**src/rtl/decode_ctrl_pkg.sv**
```systemverilog
// Shared definitions for the decode-stage pipeline controller.
package decode_ctrl_pkg;

  localparam int unsigned NREGS_DEF  = 16;
  localparam int unsigned REG_AW_DEF = 4;

  localparam logic [15:0] STALL_CNT_MAX = 16'hFFFF;

  // Decode sequencing states.
  typedef enum logic [1:0] {
    ST_RUN   = 2'b00,
    ST_STALL = 2'b01,
    ST_FLUSH = 2'b10
  } dec_state_t;

endpackage

```
**src/rtl/hazard_scoreboard.sv**
```systemverilog
// Pending-write scoreboard: one bit per architectural register, set when a
// writer issues and cleared by its writeback; provides busy lookups for the
// decode-stage source and destination fields.
module hazard_scoreboard
  import decode_ctrl_pkg::*;
#(
  parameter int unsigned NREGS     = NREGS_DEF,
  parameter int unsigned REG_AW    = REG_AW_DEF,
  parameter int unsigned WB_BYPASS = 0,
  parameter int unsigned R0_ZERO   = 1
) (
  input  logic              clk,
  input  logic              rst,
  input  logic              set_en,
  input  logic [REG_AW-1:0] set_idx,
  input  logic              clr_en,
  input  logic [REG_AW-1:0] clr_idx,
  input  logic [REG_AW-1:0] rs1,
  input  logic [REG_AW-1:0] rs2,
  input  logic [REG_AW-1:0] rd,
  output logic              rs1_busy,
  output logic              rs2_busy,
  output logic              rd_pending,
  output logic [NREGS-1:0]  pending
);

  logic [NREGS-1:0] pending_nxt;

  function automatic logic is_r0(input logic [REG_AW-1:0] r);
    return (R0_ZERO != 0) && (r == '0);
  endfunction

  // A writeback landing this cycle can satisfy a reader when bypass is enabled.
  function automatic logic wb_hits(input logic wb_en, input logic [REG_AW-1:0] wb_idx,
                                   input logic [REG_AW-1:0] r);
    return (WB_BYPASS != 0) && wb_en && (wb_idx == r);
  endfunction

  // Source busy lookups (bypass-aware) and destination pending lookup (not bypassed).
  always_comb begin
    rs1_busy   = pending[rs1] & ~wb_hits(clr_en, clr_idx, rs1) & ~is_r0(rs1);
    rs2_busy   = pending[rs2] & ~wb_hits(clr_en, clr_idx, rs2) & ~is_r0(rs2);
    rd_pending = pending[rd] & ~is_r0(rd);
  end

  // Clear applied first so a same-cycle new writer to the same register wins.
  always_comb begin
    pending_nxt = pending;
    if (clr_en) begin
      pending_nxt[clr_idx] = 1'b0;
    end
    if (set_en && !is_r0(set_idx)) begin
      pending_nxt[set_idx] = 1'b1;
    end
  end

  // Scoreboard register.
  always_ff @(posedge clk or negedge rst) begin
    if (!rst) begin
      pending <= '0;
    end else begin
      pending <= pending_nxt;
    end
  end

endmodule

```
**src/rtl/decode_hazard_ctrl.sv**
```systemverilog
// Decode-stage sequencer: stalls on RAW/WAW hazards against the pending-write
// scoreboard, squashes younger instructions after a taken branch, drives the
// fetch/issue enables and counts stall cycles.
module decode_hazard_ctrl
  import decode_ctrl_pkg::*;
#(
  parameter int unsigned NREGS        = NREGS_DEF,
  parameter int unsigned REG_AW       = REG_AW_DEF,
  parameter int unsigned FLUSH_CYCLES = 2,
  parameter int unsigned WB_BYPASS    = 0,
  parameter int unsigned R0_ZERO      = 1
) (
  input  logic              clk,
  input  logic              rst,
  input  logic              id_valid,
  input  logic [REG_AW-1:0] rs1,
  input  logic [REG_AW-1:0] rs2,
  input  logic [REG_AW-1:0] rd,
  input  logic              use_rs1,
  input  logic              use_rs2,
  input  logic              wr_rd,
  input  logic              ex_ready,
  input  logic              wb_valid,
  input  logic [REG_AW-1:0] wb_rd,
  input  logic              br_taken,
  output logic              id_issue,
  output logic              pc_en,
  output logic              ir_en,
  output logic              id_bubble,
  output logic              if_flush,
  output logic [NREGS-1:0]  pending,
  output logic [15:0]       stall_cnt
);

  localparam logic [2:0] FLUSH_LOAD = 3'(FLUSH_CYCLES - 1);

  dec_state_t state, state_nxt;
  logic [2:0] flush_cnt, flush_cnt_nxt;
  logic       rs1_busy, rs2_busy, rd_pending;
  logic       hazard, issue_ok, stall_inc;

  hazard_scoreboard #(
    .NREGS    (NREGS),
    .REG_AW   (REG_AW),
    .WB_BYPASS(WB_BYPASS),
    .R0_ZERO  (R0_ZERO)
  ) u_scoreboard (
    .clk       (clk),
    .rst       (rst),
    .set_en    (id_issue & wr_rd),
    .set_idx   (rd),
    .clr_en    (wb_valid),
    .clr_idx   (wb_rd),
    .rs1       (rs1),
    .rs2       (rs2),
    .rd        (rd),
    .rs1_busy  (rs1_busy),
    .rs2_busy  (rs2_busy),
    .rd_pending(rd_pending),
    .pending   (pending)
  );

  // Hazard detection and the common issue condition.
  always_comb begin
    hazard   = id_valid & ((use_rs1 & rs1_busy) | (use_rs2 & rs2_busy) | (wr_rd & rd_pending));
    issue_ok = id_valid & ~hazard & ex_ready & ~br_taken;
  end

  // Next-state and combinational control outputs; a taken branch overrides all states.
  always_comb begin
    state_nxt     = state;
    flush_cnt_nxt = flush_cnt;
    id_issue      = 1'b0;
    pc_en         = 1'b0;
    ir_en         = 1'b0;
    id_bubble     = 1'b0;
    if (!rst) begin
      state_nxt     = ST_RUN;
      flush_cnt_nxt = '0;
    end else if (br_taken) begin
      id_bubble     = 1'b1;
      pc_en         = 1'b1;
      ir_en         = 1'b1;
      state_nxt     = ST_FLUSH;
      flush_cnt_nxt = FLUSH_LOAD;
    end else begin
      unique case (state)
        ST_RUN: begin
          id_issue = issue_ok;
          if (id_valid && (hazard || !ex_ready)) begin
            state_nxt = ST_STALL;
            id_bubble = hazard;
          end else begin
            pc_en = 1'b1;
            ir_en = 1'b1;
          end
        end
        ST_STALL: begin
          id_issue  = issue_ok;
          pc_en     = issue_ok;
          ir_en     = issue_ok;
          id_bubble = hazard;
          if (issue_ok) begin
            state_nxt = ST_RUN;
          end
        end
        ST_FLUSH: begin
          id_bubble = 1'b1;
          pc_en     = 1'b1;
          ir_en     = 1'b1;
          if (flush_cnt == '0) begin
            state_nxt = ST_RUN;
          end else begin
            flush_cnt_nxt = flush_cnt - 3'd1;
          end
        end
        default: begin
          state_nxt     = ST_RUN;
          flush_cnt_nxt = '0;
        end
      endcase
    end
  end

  // Fetch invalidate is a decode of the registered state.
  always_comb begin
    if_flush = rst & (state == ST_FLUSH);
  end

  // State and flush counter registers.
  always_ff @(posedge clk or negedge rst) begin
    if (!rst) begin
      state     <= ST_RUN;
      flush_cnt <= '0;
    end else begin
      state     <= state_nxt;
      flush_cnt <= flush_cnt_nxt;
    end
  end

  // A cycle counts as stalled when held in STALL or when RUN fails to issue a valid instruction.
  always_comb begin
    stall_inc = (state == ST_STALL) |
                ((state == ST_RUN) & id_valid & ~id_issue & ~br_taken);
  end

  // Saturating stall-cycle counter.
  always_ff @(posedge clk or negedge rst) begin
    if (!rst) begin
      stall_cnt <= '0;
    end else if (stall_inc && (stall_cnt != STALL_CNT_MAX)) begin
      stall_cnt <= stall_cnt + 16'd1;
    end
  end

endmodule

```
**config.mk**
```make
export PLATFORM = sky130hd
export DESIGN_NAME = decode_hazard_ctrl
export DESIGN_NICKNAME = d
export VERILOG_FILES = /design/src/rtl/decode_ctrl_pkg.sv /design/src/rtl/hazard_scoreboard.sv /design/src/rtl/decode_hazard_ctrl.sv
export SDC_FILE = /design/constraint.sdc
export NUM_CORES = 1
export LEC_CHECK = 0
export CAP_MARGIN = 5
export CORE_MARGIN = 3
export CORE_UTILIZATION = 50
export CTS_CLUSTER_SIZE = 28
export DETAILED_ROUTE_END_ITERATION = 8
export HOLD_SLACK_MARGIN = 0.03
export PLACE_DENSITY_LB_ADDON = 0.2
export SKIP_CTS_REPAIR_TIMING = 1
export SLEW_MARGIN = 10
export SYNTH_ARGS = -nofsm -noshare
export SYNTH_HDL_FRONTEND = slang
export SYNTH_SLANG_ARGS = --single-unit
```
**constraint.sdc**
```tcl
create_clock -name clk -period 3.5 [get_ports clk]
set_clock_uncertainty 0.2 [all_clocks]
set_input_delay 0.7 -clock clk [delete_from_list [all_inputs] [get_ports clk]]
set_output_delay 0.7 -clock clk [all_outputs]
set_load 0.02 [all_outputs]
```
Word-level counts from Yosys, hierarchy flattened
Index checks and enable logic that the tools add are counted.
Word-level totals
  input bits: 25
  logic and storage cells: 96
  flip-flop bits (word level): 37
Operators by class
  bitwise operators: 27
  reduce and logical (&&, ||, !) cells: 16
  muxes and demuxes: 33
  eq/ne operators: 8
  order comparisons: 6
  add/subtract/negate cells: 2
Operators by type and width (number)
  16-bit two-way mux: 2
  4-bit by 5-bit < comparator with 1-bit output, second input constant: 4
  16-bit by 1-bit adder with 16-bit output, second input constant: 1
  16-bit bitwise AND: 1
  16-bit inequality test, second input constant: 1
  4-bit inequality test, second input constant: 4
  16-bit NOT: 1
  16-bit OR: 1
  1-bit bitwise AND: 15
  1-bit two-way mux: 14
  1-bit binary-select mux with 4-bit select: 3
  4-bit logical NOT: 3
  2-bit two-way mux: 5
  3-bit two-way mux: 3
  1-bit demux with 4-bit select: 2
  4-bit by 1-bit greater-or-equal comparator with 1-bit output, second input constant: 2
  1-bit NOT: 6
  1-bit case mux with 3 select lines: 2
  2-bit case mux with 3 select lines: 1
  3-bit case mux with 2 select lines: 1
  1-bit logical AND: 5
  3-bit logical NOT: 1
  3-bit by 2-bit inequality test with 1-bit output, second input constant: 1
  1-bit OR: 3
  other kinds (9): 10

Longest topological paths before layout
  depth in word-level cells: 19
  gate-level depth with buffers: 10
  mapped depth without buffers: 8

By module
Synthesis repeated with hierarchy kept, for this count alone.
Second synthesis, totals
  cells, all modules: 233
  area total of the unflattened synthesis: 2304.7 µm²
By module, submodules not included
  decode_hazard_ctrl: cells an instance 122, seq. area each 525.5 µm², area each 1178.6 µm², instances 1
  hazard_scoreboard: cells an instance 111, seq. area each 400.4 µm², area each 1126.1 µm², instances 1

Worst setup path after synthesis
Ideal clock, no wire load.
  kind: input to output
  start: input rs1[1]
  end: output pc_en
  data arrival time: 2.516 ns
  path buffers: 2
  setup slack: 0.084 ns
  stages: 9
  cells stage by stage: buf_4 -> mux2i_1 -> mux4_2 -> nor3b_2 -> a211oi_2 -> and4_1 -> and3_1 -> o21a_1 -> buf_4
On the way
  longest elaborated chain between the ends: 14
  elaborated cells on any way between the ends: 19
RTL lines
  start: declaration: line decode_hazard_ctrl.sv:16  | input logic [REG_AW-1:0] rs1,
  1-bit binary-select mux with 4-bit select / 4-bit logical NOT (equally long branches): line hazard_scoreboard.sv:41, hazard_scoreboard.sv:30
  1-bit two-way mux (implied by the code) / 1-bit NOT (equally long branches): line hazard_scoreboard.sv:41  | rs1_busy = pending[rs1] & ~wb_hits(clr_en, clr_idx, rs1) & ~is_r0(rs1);
  1-bit bitwise AND *: line hazard_scoreboard.sv:41
  1-bit bitwise AND *: line decode_hazard_ctrl.sv:65  | hazard = id_valid & ((use_rs1 & rs1_busy) | (use_rs2 & rs2_busy) | (wr_rd & rd_pending));
  1-bit OR * (2 in a row): line decode_hazard_ctrl.sv:65
  1-bit bitwise AND *: line decode_hazard_ctrl.sv:65
  1-bit NOT: line decode_hazard_ctrl.sv:66  | issue_ok = id_valid & ~hazard & ex_ready & ~br_taken;
  1-bit bitwise AND (3 in a row): line decode_hazard_ctrl.sv:66
  1-bit case mux with 3 select lines *
  1-bit two-way mux * (2 in a row)
  end: declaration: line decode_hazard_ctrl.sv:27  | output logic pc_en,
Mark *: on every way between the ends. The rest lies on a longest branch, timed or not. The select of a mux whose other input is x is not followed.

Final worst setup path
  start: input rd[0]
  end: output pc_en
On the way
  longest elaborated chain between the ends: 13
  elaborated cells on any way between the ends: 18
RTL lines
  start: declaration: line decode_hazard_ctrl.sv:18  | input logic [REG_AW-1:0] rd,
  1-bit binary-select mux with 4-bit select / 4-bit logical NOT (equally long branches): line hazard_scoreboard.sv:43, hazard_scoreboard.sv:30
  1-bit two-way mux (implied by the code) / 1-bit NOT (equally long branches): line hazard_scoreboard.sv:43  | rd_pending = pending[rd] & ~is_r0(rd);
  1-bit bitwise AND *: line hazard_scoreboard.sv:43
  1-bit bitwise AND *: line decode_hazard_ctrl.sv:65
  1-bit OR *: line decode_hazard_ctrl.sv:65
  1-bit bitwise AND *: line decode_hazard_ctrl.sv:65
  1-bit NOT: line decode_hazard_ctrl.sv:66
  1-bit bitwise AND (3 in a row): line decode_hazard_ctrl.sv:66
  1-bit case mux with 3 select lines *: line decode_hazard_ctrl.sv:87  | unique case (state)
  1-bit two-way mux *: line decode_hazard_ctrl.sv:80  | end else if (br_taken) begin
  1-bit two-way mux *: line decode_hazard_ctrl.sv:77  | if (!rst) begin
Marked as above.

==> flow_summary.toml <==
[synthesis]
synth_compound_area_share_pct = 21.4
synth_top_cell_by_area = "dfrtp_1"
synth_adder_area_share_pct = 1.52
synth_warnings = 0
async_reset_ff_share_pct = 100
synth_seq_cells = 37
synth_area_leaders = "dfrtp_1, mux4_2, o31ai_2, xnor2_1, o21ai_0"
syn-cell-area_um2 = 2470
synthSimpleGateAreaFrac_pct = 20.4
syn_avg_cell_area_um2 = 9.69
synth_top_family_by_area = "compound AO/OA/AOI/OAI gates"
yosys.area_share.xor_xnor_pct = 4.96
netlist.area_leader.share_pct = 37.5
synth.distinct_cells = 52
synth_edf_count = 0
seq_area_frac_synth_pct = 37.5
synth_fp_nets = 283
synth_top_flop_cell = "dfrtp_1"
postSynthCellCount = 255
muxShareOfSynthArea_pct = 9.82

[setup_path]
reg2reg_setup_slack_ps = 810
cp_data_required_time_ps = 2600
r2r-end = "stall_cnt[1]"
critPathMaxFanout = 3
cp_num_buf_inv = 2
cp.arrival_ps = 2510
crit_type = "input port to output port"
worstSetupStartpointType = "input port"
crit_path_end_kind = "output port"
crit_family = "compound AO/OA/AOI/OAI gates"
slowest_delay_ps = 500
crit_slowest_cell = "mux4_2"
r2r_cells = 8
r2r_start = "u_scoreboard.pending[8]"
path_cells = "dlymetal6s2s_1, mux4_2, a21o_1, a211oi_2, and4_4, and3_1, o21a_1, buf_4"

[die]
dieArea_um2 = 5820
pin_count = 62
die_width_um = 76.3
die_y_um = 76.3
start_util_pct = 54.1
core_um2 = 4560
row_count = 24

[sta]
fmaxAchievable_mhz = 293
period_minus_slack_ps = 3410
slew_viol_final = 0
setup_viol = 0
hold_viol = 0
min_period_over_period_pct = 97.6
worstMarginPinSlew_ps = 524
maxSlewHeadroom_pct = 65.0
setup_slack_ps = 85.7

[power]
power_frac_comb_pct = 31.0
intPower_uw = 843
p_switching_uw = 408
finalPower_mw = 1.25
powerDensity_nw_per_um2 = 361
p_seq_share_pct = 43.0
peakVddDrop_v = 0.000466
pwr-share-clk_pct = 26.0
p_leak_nw = 1.51
swShare_pct = 32.6

[clock_tree]
cts_tree = "built"
cts-root-buf = "clkbuf_8"
numCtsBuffers = 5
clk_pin_slew_worst_paths_ps = 70
cts.path.max_buffers = 2
numClockSinks = 37
htreeDepth = 2
insertion_delay_ps = 290

[routing]
routed_wl_um = 7070
drtPass1Iterations = 4
viasPerCell = 5.90
wire_per_inst_um = 17.3
antenna_left = 0
drc = 0
vias = 2412
drtIter0Drc = 206

[global_route]
grt_pass1_vias = 2350
grt_overflow = 0
grt_pass1_wl_um = 11800
grt_max_degree = 43
grt_usage_pct = 25.0
antenna_found_initial = 0

[placement]
port_buffers = 61
place_congestion = 0.860
dp_slack_ps = -720
place_inst = 400
post-dp-hpwl_um = 5180

[min_path]
hold_path_end = "stall_cnt[15]"
worstHoldPathType = "register to register"
holdPathStages = 1
hp-start = "stall_cnt[15]"

[flow_run]
max_cap_viol_count = 0

[cells_and_area]
drive_above_1_share_pct = 21.2
area_delta_synth_final_pct = 40.1
final_nets = 371
insertedDiodeCount = 0
utilization_pct = 75.8
final_cells = 409

[run_status]
outcome = "finished clean"
## power groups by stage
stage	Sequential, mW	Clock, mW	Combinational [mW]
floorplan	0.577	0	0.148
global placement	0.542	0	0.372
detailed placement	0.543	0	0.382
CTS	0.537	0.330	0.385
global route	0.548	0.355	0.418
finish	0.538	0.325	0.388
## state kept, by name (all words and copies together), names as in the netlist
name and flops:
state 2, stall_cnt 16, u_scoreboard.pending 16, flush_cnt 3
## synthesized netlist by cell type (4+ instances only)
library cell and instances:
nand2b_1 6, nand4_1 5, mux4_2 6, o21ai_1 10
nand2_1 20, nor3_1 9, o21a_1 6, a31oi_1 4
nand3_1 10, mux2i_1 7, o31ai_1 6, clkbuf_1 5
o21ai_0 18, nor2_1 10, xnor2_1 11, inv_1 8
nand3b_1 6, o31ai_2 10, dfrtp_1 37, nor2b_1 10
## cells by family after synthesis
family	Yosys count
AOI/OAI and AO/OA	72
xor gates and xnor gates	14
adders and majority gates	3
buffers and inverters	21
DFF	37
muxes	16
and+or+nand+nor	92
## cell usage in the layout, fill, tap and decap left out, drive strengths merged, types with 3 or more instances in the layout
cell type	instances
clkdlybuf4s50	47
dfrtp	37
buf	35
o21ai	28
nand2	20
o31ai	16
xnor2	11
nand3	10
nor2	10
dlymetal6s2s	10
nor2b	10
nor3	9
inv	9
clkbuf	8
mux2i	7
mux4	6
nand3b	6
nand2b	6
o21a	6
nand4	5
a31oi	4
or2	3
o41ai	3
a21oi	3
xor2	3
ha	3
mux2	3
## routing by layer
metal | vias to the layer above | GRT usage (%) | wire length [µm]
li1 | 1125 | - | -
met1 | 1179 | 34.5 | 3050
met2 | 101 | 39.0 | 3390
met3 | 7 | 5.67 | 556
met4 | 0 | 7.97 | 80
met5 | - | 0 | 0
## metrics by stage
| stage | cell area (µm²) | hold WS (ps) | TNS [ps] |
|---|---|---|---|
| floorplan | 2470 | 204 | 0 |
| global placement | 3310 | 285 | -2510 |
| detailed placement | 3310 | 294 | -2710 |
| CTS | 3410 | 304 | -2620 |
| global route | 3460 | 325 | -42.2 |
| finish | 3460 | 301 | 0 |
## worst register-to-register path, stage by stage (launching register included)
cell,delay (ps)
dfrtp_1,400
buf_4,160
mux4_2,460
o211ai_1,240
and4b_1,220
nand2_1,100
buf_4,270
o21a_1,250
mux2_4,300
## worst max path at each step
stage            from     to  slack (ps)  depth (start not counted)
6_report        rd[0]  pc_en          90                          8
5_1_grt         rd[0]  ir_en         -20                          8
4_1_cts         rd[0]  ir_en        -720                          8
3_5_place_dp    rd[0]  ir_en        -720                          8
3_3_place_gp    rd[0]  pc_en        -700                          8
2_1_floorplan  rs1[1]  pc_en          80                          9
## final cells by class
type / instances / area (µm²)
multi-input cells: 197 / 1460
fillers: 327 / 1100
flip-flops and latches: 37 / 926
repair buffers: 93 / 865
clock buffers: 7 / 96.3
well taps: 65 / 81.3
inverters: 9 / 33.8
clock inverters: 1 / 5.00
(Power assumes the default switching activity.)
